[src/rtl/ck_ce_pkg.sv]
// Shared constants for the clock-enable generator.
package ck_ce_pkg;

  localparam int DIV_W_DEF = 8;
  localparam int CNT_W_DEF = 16;

  // Source-select encoding for sel_ext.
  localparam logic SRC_INT = 1'b0;
  localparam logic SRC_EXT = 1'b1;

endpackage

[src/rtl/sync2.sv]
// Two-flop synchronizer for a single asynchronous level; both flops clear on rst.
module sync2 (
  input  logic clk,
  input  logic rst,
  input  logic d,
  output logic q
);

  logic s1;

  // Plain two-stage capture; the first flop may go metastable, the second settles it.
  always_ff @(posedge clk) begin
    if (rst) begin
      s1 <= 1'b0;
      q  <= 1'b0;
    end else begin
      s1 <= d;
      q  <= s1;
    end
  end

endmodule

[src/rtl/ck_ce_gen.sv]
// Regenerated clock level plus rise/fall clock-enable pulses, sourced either from
// an internal half-period divider or from a synchronized external clock.
module ck_ce_gen
  import ck_ce_pkg::*;
#(
  parameter int DIV_W = DIV_W_DEF,
  parameter int CNT_W = CNT_W_DEF
) (
  input  logic             clk,
  input  logic             rst,
  input  logic             en,
  input  logic             sel_ext,
  input  logic [DIV_W-1:0] div,
  input  logic             ext_ck,
  output logic             ck_out,
  output logic             ce_rise,
  output logic             ce_fall,
  output logic [CNT_W-1:0] rise_cnt
);

  logic             ext_s;     // synchronized ext_ck level
  logic             sel_q;     // previous-cycle source select
  logic             sw;        // source changed this cycle
  logic             tgl;       // ck_out changes at the next edge
  logic             ck_nxt;
  logic [DIV_W-1:0] cnt;       // phase counter (internal mode)
  logic [DIV_W-1:0] cnt_nxt;

  // The synchronizer runs regardless of en so the level is current when en returns.
  sync2 u_sync (
    .clk (clk),
    .rst (rst),
    .d   (ext_ck),
    .q   (ext_s)
  );

  // Next-state selection: a source switch freezes the output for one cycle, en=0
  // freezes everything, otherwise the selected source decides whether to toggle.
  always_comb begin
    sw      = (sel_ext != sel_q);
    tgl     = 1'b0;
    ck_nxt  = ck_out;
    cnt_nxt = cnt;
    if (sw) begin
      cnt_nxt = '0;
    end else if (en) begin
      if (sel_ext == SRC_EXT) begin
        cnt_nxt = '0;
        if (ext_s != ck_out) begin
          tgl    = 1'b1;
          ck_nxt = ext_s;
        end
      end else if (cnt >= div) begin
        // >= so that lowering div below the running count toggles immediately.
        tgl     = 1'b1;
        ck_nxt  = ~ck_out;
        cnt_nxt = '0;
      end else begin
        cnt_nxt = cnt + 1'b1;
      end
    end
  end

  // Register level, pulses and counter together so pulses line up with ck_out.
  always_ff @(posedge clk) begin
    if (rst) begin
      sel_q    <= SRC_INT;
      cnt      <= '0;
      ck_out   <= 1'b0;
      ce_rise  <= 1'b0;
      ce_fall  <= 1'b0;
      rise_cnt <= '0;
    end else begin
      sel_q   <= sel_ext;
      cnt     <= cnt_nxt;
      ck_out  <= ck_nxt;
      ce_rise <= tgl & ck_nxt;
      ce_fall <= tgl & ~ck_nxt;
      if (tgl && ck_nxt)
        rise_cnt <= rise_cnt + 1'b1;
    end
  end

endmodule

[config.mk]
export PLATFORM = sky130hd
export DESIGN_NAME = ck_ce_gen
export DESIGN_NICKNAME = d
export VERILOG_FILES = /design/src/rtl/ck_ce_pkg.sv /design/src/rtl/sync2.sv /design/src/rtl/ck_ce_gen.sv
export SDC_FILE = /design/constraint.sdc
export NUM_CORES = 1
export LEC_CHECK = 0
export BUFFER_PORTS_ARGS = -buffer_cell sky130_fd_sc_hd__buf_2
export CAP_MARGIN = 40
export CORE_UTILIZATION = 50
export DETAILED_ROUTE_END_ITERATION = 10
export GPL_TIMING_DRIVEN = 0
export PLACE_DENSITY = 0.74
export REMOVE_ABC_BUFFERS = 1
export SYNTH_ARGS = -nofsm -noshare
export SYNTH_HDL_FRONTEND = slang
export SYNTH_SLANG_ARGS = --single-unit
[constraint.sdc]
create_clock -name clk -period 6.2 [get_ports clk]
set_input_delay 1.24 -clock clk [delete_from_list [all_inputs] [get_ports clk]]
set_output_delay 1.24 -clock clk [all_outputs]
set_load 0.1 [all_outputs]
==> impl_metrics.json, run 1 <==
{
  "final_period_minus_worst_setup_slack_ps": 3280,
  "fin_crit_sh": 0.528,
  "clock-root-buffer": "clkbuf_4",
  "place_worst_setup_slack_ps": 2580,
  "die_h_um": 58.6,
  "sequential_cell_area_fraction_in_the_yosys_report": 0.374,
  "dr.first_iter.drc_count": 46,
  "grt_first_pass_wirelength_mm": 5.66,
  "num-nets-final": 246,
  "post-place-cells": 258,
  "multi_input_comb_area_um2": 928,
  "fillerInstances": 274,
  "dieArea_um2": 3440,
  "result_of_the_run": "finished clean",
  "postSynthAreaPerCell_um2": 8.58,
  "placedInstanceArea_um2": 1790,
  "cts_inserted_buffers": 5,
  "totalWireLength_mm": 3.25,
  "wire_per_inst_um": 12.2,
  "timing.hold.ws_ps": 442,
  "overflow": 0,
  "post-route-drc-count": 0,
  "synth_enable_flop_cells": 0,
  "final_hold_viol_count": 0,
  "worstSetupEndpointType": "flip-flop",
  "layoutNonFillerInstCount": 266,
  "i_o_pins": 32,
  "clk_latency_ps": 320,
  "detail_route.vias_per_cell": 5.37,
  "gp_routability_congestion": 0.706,
  "antenna_found_initial": 0,
  "critical_path.max_fanout": 19,
  "syn2layout_area_growth_pct": 18.6,
  "cts_post_setup_buffers_inserted": 0,
  "detailedPlacementHpwl_mm": 2.39,
  "criticalPathCategory": "in -> reg",
  "worst_setup_hold_path_clk_slew_ps": 100,
  "route.vias.total": 1428,
  "grt_max_degree": 27,
  "synth-main-ff-cell": "dfxtp_1",
  "synth_cell_type_count": 44,
  "worst_pin_slew_ps": 492,
  "initial_core_util": 0.525,
  "postSynthRegisterBits": 30,
  "seq_area_um2": 601,
  "cts-root-to-sink-buffers": 2,
  "post-route-cell-area_um2": 1900,
  "max_clk_rate_mhz": 305,
  "die_w_um": 58.6,
  "clock-skew-final_ps": 6.50,
  "cts_max_level": 2,
  "drive_gt1_frac": 0.234,
  "grt_pass1_vias": 1343,
  "hold_path.class": "reg -> reg",
  "core-area_um2": 3050,
  "slew_headroom": 0.674,
  "grt_setup_unrepaired": "no",
  "io_buffer_count": 31,
  "grt_overall_usage": 0.216,
  "cp_data_arrival_time_ps": 3490,
  "antenna_cells": 0,
  "asyncSetResetFlopFracSynth": 0,
  "setup_violations": 0,
  "cellLeakagePower_nw": 0.808,
  "clock_net_sink_count": 30,
  "crit_chain": "buf_2, inv_1, ha_1, a211o_1, a31oi_1, o221ai_2, a21oi_2, buf_6, and4bb_1, mux2_1",
  "post_synth_inst_count": 187,
  "cts_tree": "built",
  "final_max_slew_viol_count": 0,
  "cts_hold_repair.buffers": 0,
  "final_common_cell": "buf_2",
  "ys.warnings.count": 0,
  "setup_tns_ps": 0,
  "postRouteAntennaNets": 0,
  "p_per_area_nw_per_um2": 221,
  "cts_resized": 0,
  "max-vdd-ir-drop_mv": 0.218,
  "mostFrequentLayoutCells": "31 x buf_2, 30 x dfxtp_1, 20 x nor2_1",
  "cp-start-kind": "input pin",
  "worst_path_largest_cell_delay_ps": 380,
  "worst_path_max_delay_cell": "a21oi_2",
  "post_synth_instance_area_um2": 1600,
  "maxCapViolations": 0,
  "worst_slack_ps": 2920,
  "worst_ep_required_time_ps": 6420,
  "rows": 20,
  "pre_repair_dr_iteration_count": 4
}
-- layer usage --
layer	vias up	share of wire	GRT usage
met5	-	0	0
met4	0	0.014	0.0918
met3	6	0.041	0.0615
met2	40	0.49	0.366
met1	644	0.46	0.257
li1	738	-	-
-- area by class of cell --
type	instances	area share
Multi-Input combinational cell	141	0.488
Sequential cell	30	0.316
Timing Repair Buffer	32	0.0874
Clock inverter	2	0.0316
Tap cell	44	0.0289
Clock buffer	6	0.0270
Inverter	11	0.0217
-- state kept, by name, indices dropped and copies added (netlist names) --
name and flops:
u_sync.s1 1, cnt 8, rise_cnt 16, u_sync.q 1, sel_q 1, ce_rise 1, ck_out 1, ce_fall 1
-- cells by family after synthesis --
family,synth area share
adder cells (fa/ha/maj),0.0936
flip-flops,0.374
multiplexers,0.0265
buffers and inverters,0.0468
AO/OA/AOI/OAI,0.147
AND/OR/NAND/NOR,0.274
XOR/XNOR,0.0382
-- final timing paths --
check / startpoint / end / slack (ps) / cells after the start
setup / recovery: div[2] / rise_cnt[12] / 2920 / 10
hold / removal: u_sync.s1 / u_sync.q / 440 / 1
setup reg to reg: cnt[2] / rise_cnt[12] / 3550 / 8
hold reg to reg: u_sync.s1 / u_sync.q / 440 / 1
-- cells in the mapped netlist, types with 2 or more instances --
| cell type | n | area [µm²] |
|---|---|---|
| nand3_1 | 11 | 55.1 |
| xor2_1 | 6 | 52.6 |
| or4_1 | 2 | 15.0 |
| or3_1 | 5 | 31.3 |
| nand2b_1 | 2 | 12.5 |
| o21ai_0 | 11 | 55.1 |
| buf_6 | 2 | 22.5 |
| nor4_1 | 2 | 12.5 |
| nand2_1 | 12 | 45.0 |
| nor2b_1 | 5 | 31.3 |
| nor2_1 | 20 | 75.1 |
| clkbuf_1 | 3 | 11.3 |
| ha_1 | 12 | 150 |
| inv_1 | 11 | 41.3 |
| nand4_1 | 4 | 25.0 |
| dfxtp_1 | 30 | 601 |
| a21boi_0 | 2 | 15.0 |
| and4_1 | 3 | 26.3 |
| mux2i_1 | 2 | 20.0 |
| a21oi_1 | 13 | 65.1 |
| nor3_1 | 4 | 20.0 |
| or3_2 | 3 | 22.5 |
-- power breakdown --
group | switching [W] | internal (W) | leakage (nW)
logic | 0.0000133 | 0.00000823 | 0.507
clock network | 0.0000671 | 0.000137 | 0.0585
registers | 0.00000126 | 0.000194 | 0.242
total | 0.0000817 | 0.000339 | 0.808
-- stage by stage --
step / total power (W) / util
after floorplan: 0.000211 / -
after global placement: 0.000219 / 0.583
after detailed placement: 0.000221 / 0.587
after CTS: 0.000427 / 0.623
after global routing: 0.000440 / 0.623
final: 0.000420 / 0.623
-- critical path, delay by kind of cell --
family / cells / cell delay [ps]
simple gates: 1 / 200
buf+inv: 3 / 330
mux: 1 / 300
compound gates: 4 / 1110
fa+ha+maj: 1 / 300
Power figures use the tool's default switching activity.
==> inputs of run 2 (changes only) <==
Settings changed: ABC_AREA from default to 1, PLACE_DENSITY 0.74 to 0.75.
Clock period 6.2 ns to 2.7 ns, I/O delays scaled along.
==> run 2 against run 1 <==
Global-route usage shrank 0.16 points; clock power up 84%; synthesized cell count is 27% higher; hold slack worse by 33 ps; setup slack worse by 2300 ps; total power is 110% higher; synthesized area increased by 15%; die area up 15%; largest cell class unchanged; highest routed layer unchanged.
==> impl_metrics.json, run 2 <==
{
  "result_of_the_run": "finished clean",
  "post_synth_instance_area_um2": 1850,
  "synth.most_common_cell": "nand2_1",
  "core-area_um2": 3440,
  "cts_post_setup_buffers_inserted": 0,
  "postSynthRegisterBits": 30,
  "postRouteAntennaNets": 0,
  "multi_input_comb_area_um2": 1080,
  "largest_reg_flops": 16,
  "post_synth_inst_count": 238,
  "grt_first_pass_wirelength_mm": 6.74,
  "route.met3.wl_um": 143,
  "postSynthAreaPerCell_um2": 7.76,
  "worst_setup_hold_path_clk_slew_ps": 70,
  "top_layer": "met4",
  "synth-main-ff-cell": "dfxtp_1",
  "die_h_um": 62.8,
  "asyncSetResetFlopFracSynth": 0,
  "max_clk_rate_mhz": 474,
  "yosys.area.top_type_share": 0.325,
  "critical_path.max_fanout": 19,
  "rows": 21,
  "maxCapViolations": 0,
  "sequential_cell_area_fraction_in_the_yosys_report": 0.325,
  "setup_tns_ps": 0,
  "num-nets-final": 295,
  "clock_net_sink_count": 30,
  "setup_violations": 0,
  "cellLeakagePower_nw": 0.900,
  "final_max_slew_viol_count": 0,
  "seq_area_um2": 601,
  "worst_ep_required_time_ps": 2850,
  "grt_pass1_vias": 1620,
  "p_total_w": 0.000889,
  "overflow": 0,
  "fillerInstances": 345,
  "synth_cell_type_count": 32,
  "worst_pin_slew_ps": 500,
  "route.vias.total": 1580,
  "p_per_area_nw_per_um2": 423,
  "synth_top_cells_by_area": "dfxtp_1 33%, ha_1 8.1%, nand2_1 7.9%",
  "grt_setup_unrepaired": "no",
  "ys.warnings.count": 0,
  "detailedPlacementHpwl_mm": 2.56,
  "io_buffer_count": 31,
  "layout.core_utilization": 0.611,
  "cts_inserted_buffers": 5,
  "slew_headroom": 0.666,
  "fin_crit_sh": 0.782,
  "cts_hold_repair.buffers": 0,
  "leading_cell_types_by_count_after_synthesis": "39 x nand2_1, 30 x dfxtp_1, 28 x inv_1, 23 x nor2_1, 19 x nand4_1",
  "synth.largest_area_cell": "dfxtp_1",
  "antenna_found_initial": 0,
  "initial_core_util": 0.537,
  "detail_route.vias_per_cell": 4.98,
  "worstSetupEndpointType": "flip-flop",
  "cp-start-kind": "input pin",
  "dr.first_iter.drc_count": 63,
  "criticalPathCategory": "in -> reg",
  "cts-root-to-sink-buffers": 2,
  "synth_enable_flop_cells": 0,
  "syn2layout_area_growth_pct": 13.9,
  "detailroute.wirelength.met2_mm": 1.67,
  "drive_gt1_frac": 0.255,
  "pre_repair_dr_iteration_count": 4,
  "clk_latency_ps": 280,
  "clock-skew-final_ps": 9.00,
  "die_w_um": 62.8,
  "m1WireLength_mm": 1.70,
  "max-vdd-ir-drop_mv": 0.263,
  "final_hold_viol_count": 0,
  "antenna_cells": 0,
  "cp_data_arrival_time_ps": 2260,
  "post-route-drc-count": 0,
  "hold_path.class": "reg -> reg",
  "grt_max_degree": 22,
  "cts_tree": "built",
  "final_common_cell": "nand2_1",
  "wire_per_inst_um": 11.3,
  "i_o_pins": 32,
  "final_period_minus_worst_setup_slack_ps": 2110,
  "totalWireLength_mm": 3.58,
  "dieArea_um2": 3940,
  "clock-root-buffer": "clkbuf_8",
  "cts_resized": 0,
  "grt_overall_usage": 0.215,
  "cts_max_level": 2,
  "mostFrequentLayoutCells": "39 x nand2_1, 31 x buf_2, 30 x dfxtp_1",
  "largest-register": "rise_cnt",
  "layout_top_registers": "rise_cnt: 16 flops, cnt: 8 flops",
  "gp_routability_congestion": 0.863
}
-- run 2: path summary, 6_finish.rpt --
path	startpoint	to	slack, ps	cells past startpoint
setup / recovery	div[7]	rise_cnt[12]	590	10
hold / removal	u_sync.s1	u_sync.q	410	2
setup reg to reg	cnt[7]	rise_cnt[12]	630	8
hold reg to reg	u_sync.s1	u_sync.q	410	2
-- run 2: cells by family (layout without fill, tap and decap cells) --
family / count (synthesis) / count (layout) / synth area share
adders and majority gates: 12 / 12 / 0.0813
xor gates and xnor gates: 20 / 20 / 0.0949
AOI/OAI and AO/OA: 27 / 27 / 0.0982
buffers and inverters: 35 / 68 / 0.0881
DFF: 30 / 30 / 0.325
and+or+nand+nor: 114 / 114 / 0.312
-- run 2: layout make-up --
| cell class | count | area share |
|---|---|---|
| clock buffer | 6 | 0.0393 |
| timing repair buffer | 31 | 0.0738 |
| clock inverter | 2 | 0.00595 |
| tap | 46 | 0.0274 |
| sequential | 30 | 0.286 |
| multi-input combinational | 173 | 0.515 |
| inverter | 29 | 0.0529 |
-- run 2: per-layer routing --
metal / track usage / vias up
met5: 0 / -
met1: 0.251 / 702
met4: 0.105 / 0
met3: 0.0401 / 5
li1: - / 842
met2: 0.374 / 31
-- run 2: worst max-delay path: stages --
cell     delay [ps]
buf_2            70
inv_1            30
ha_1            290
a21o_1          210
nor2_4          130
nand4_2         140
nand2_2         340
nand3_4         290
nand2_1         140
a21oi_1          60
-- run 2: metrics by stage --
step / hold WS, ps / cells / cell area (µm²) / worst slack, ps
final: 409 / 317 / 2100 / 589
after global routing: 453 / 317 / 2100 / 420
after CTS: 409 / 317 / 2100 / 577
after detailed placement: 399 / 309 / 2010 / 278
after global placement: 394 / 309 / 2010 / 314
after floorplan: 388 / 232 / 1800 / 125
-- run 2: report_power, final --
part / leakage, nW / total, W / internal, W / switching [W]
clock network: 0.0472 / 0.000376 / 0.000204 / 0.000172
registers: 0.242 / 0.000448 / 0.000446 / 0.00000207
logic: 0.610 / 0.0000648 / 0.0000201 / 0.0000447
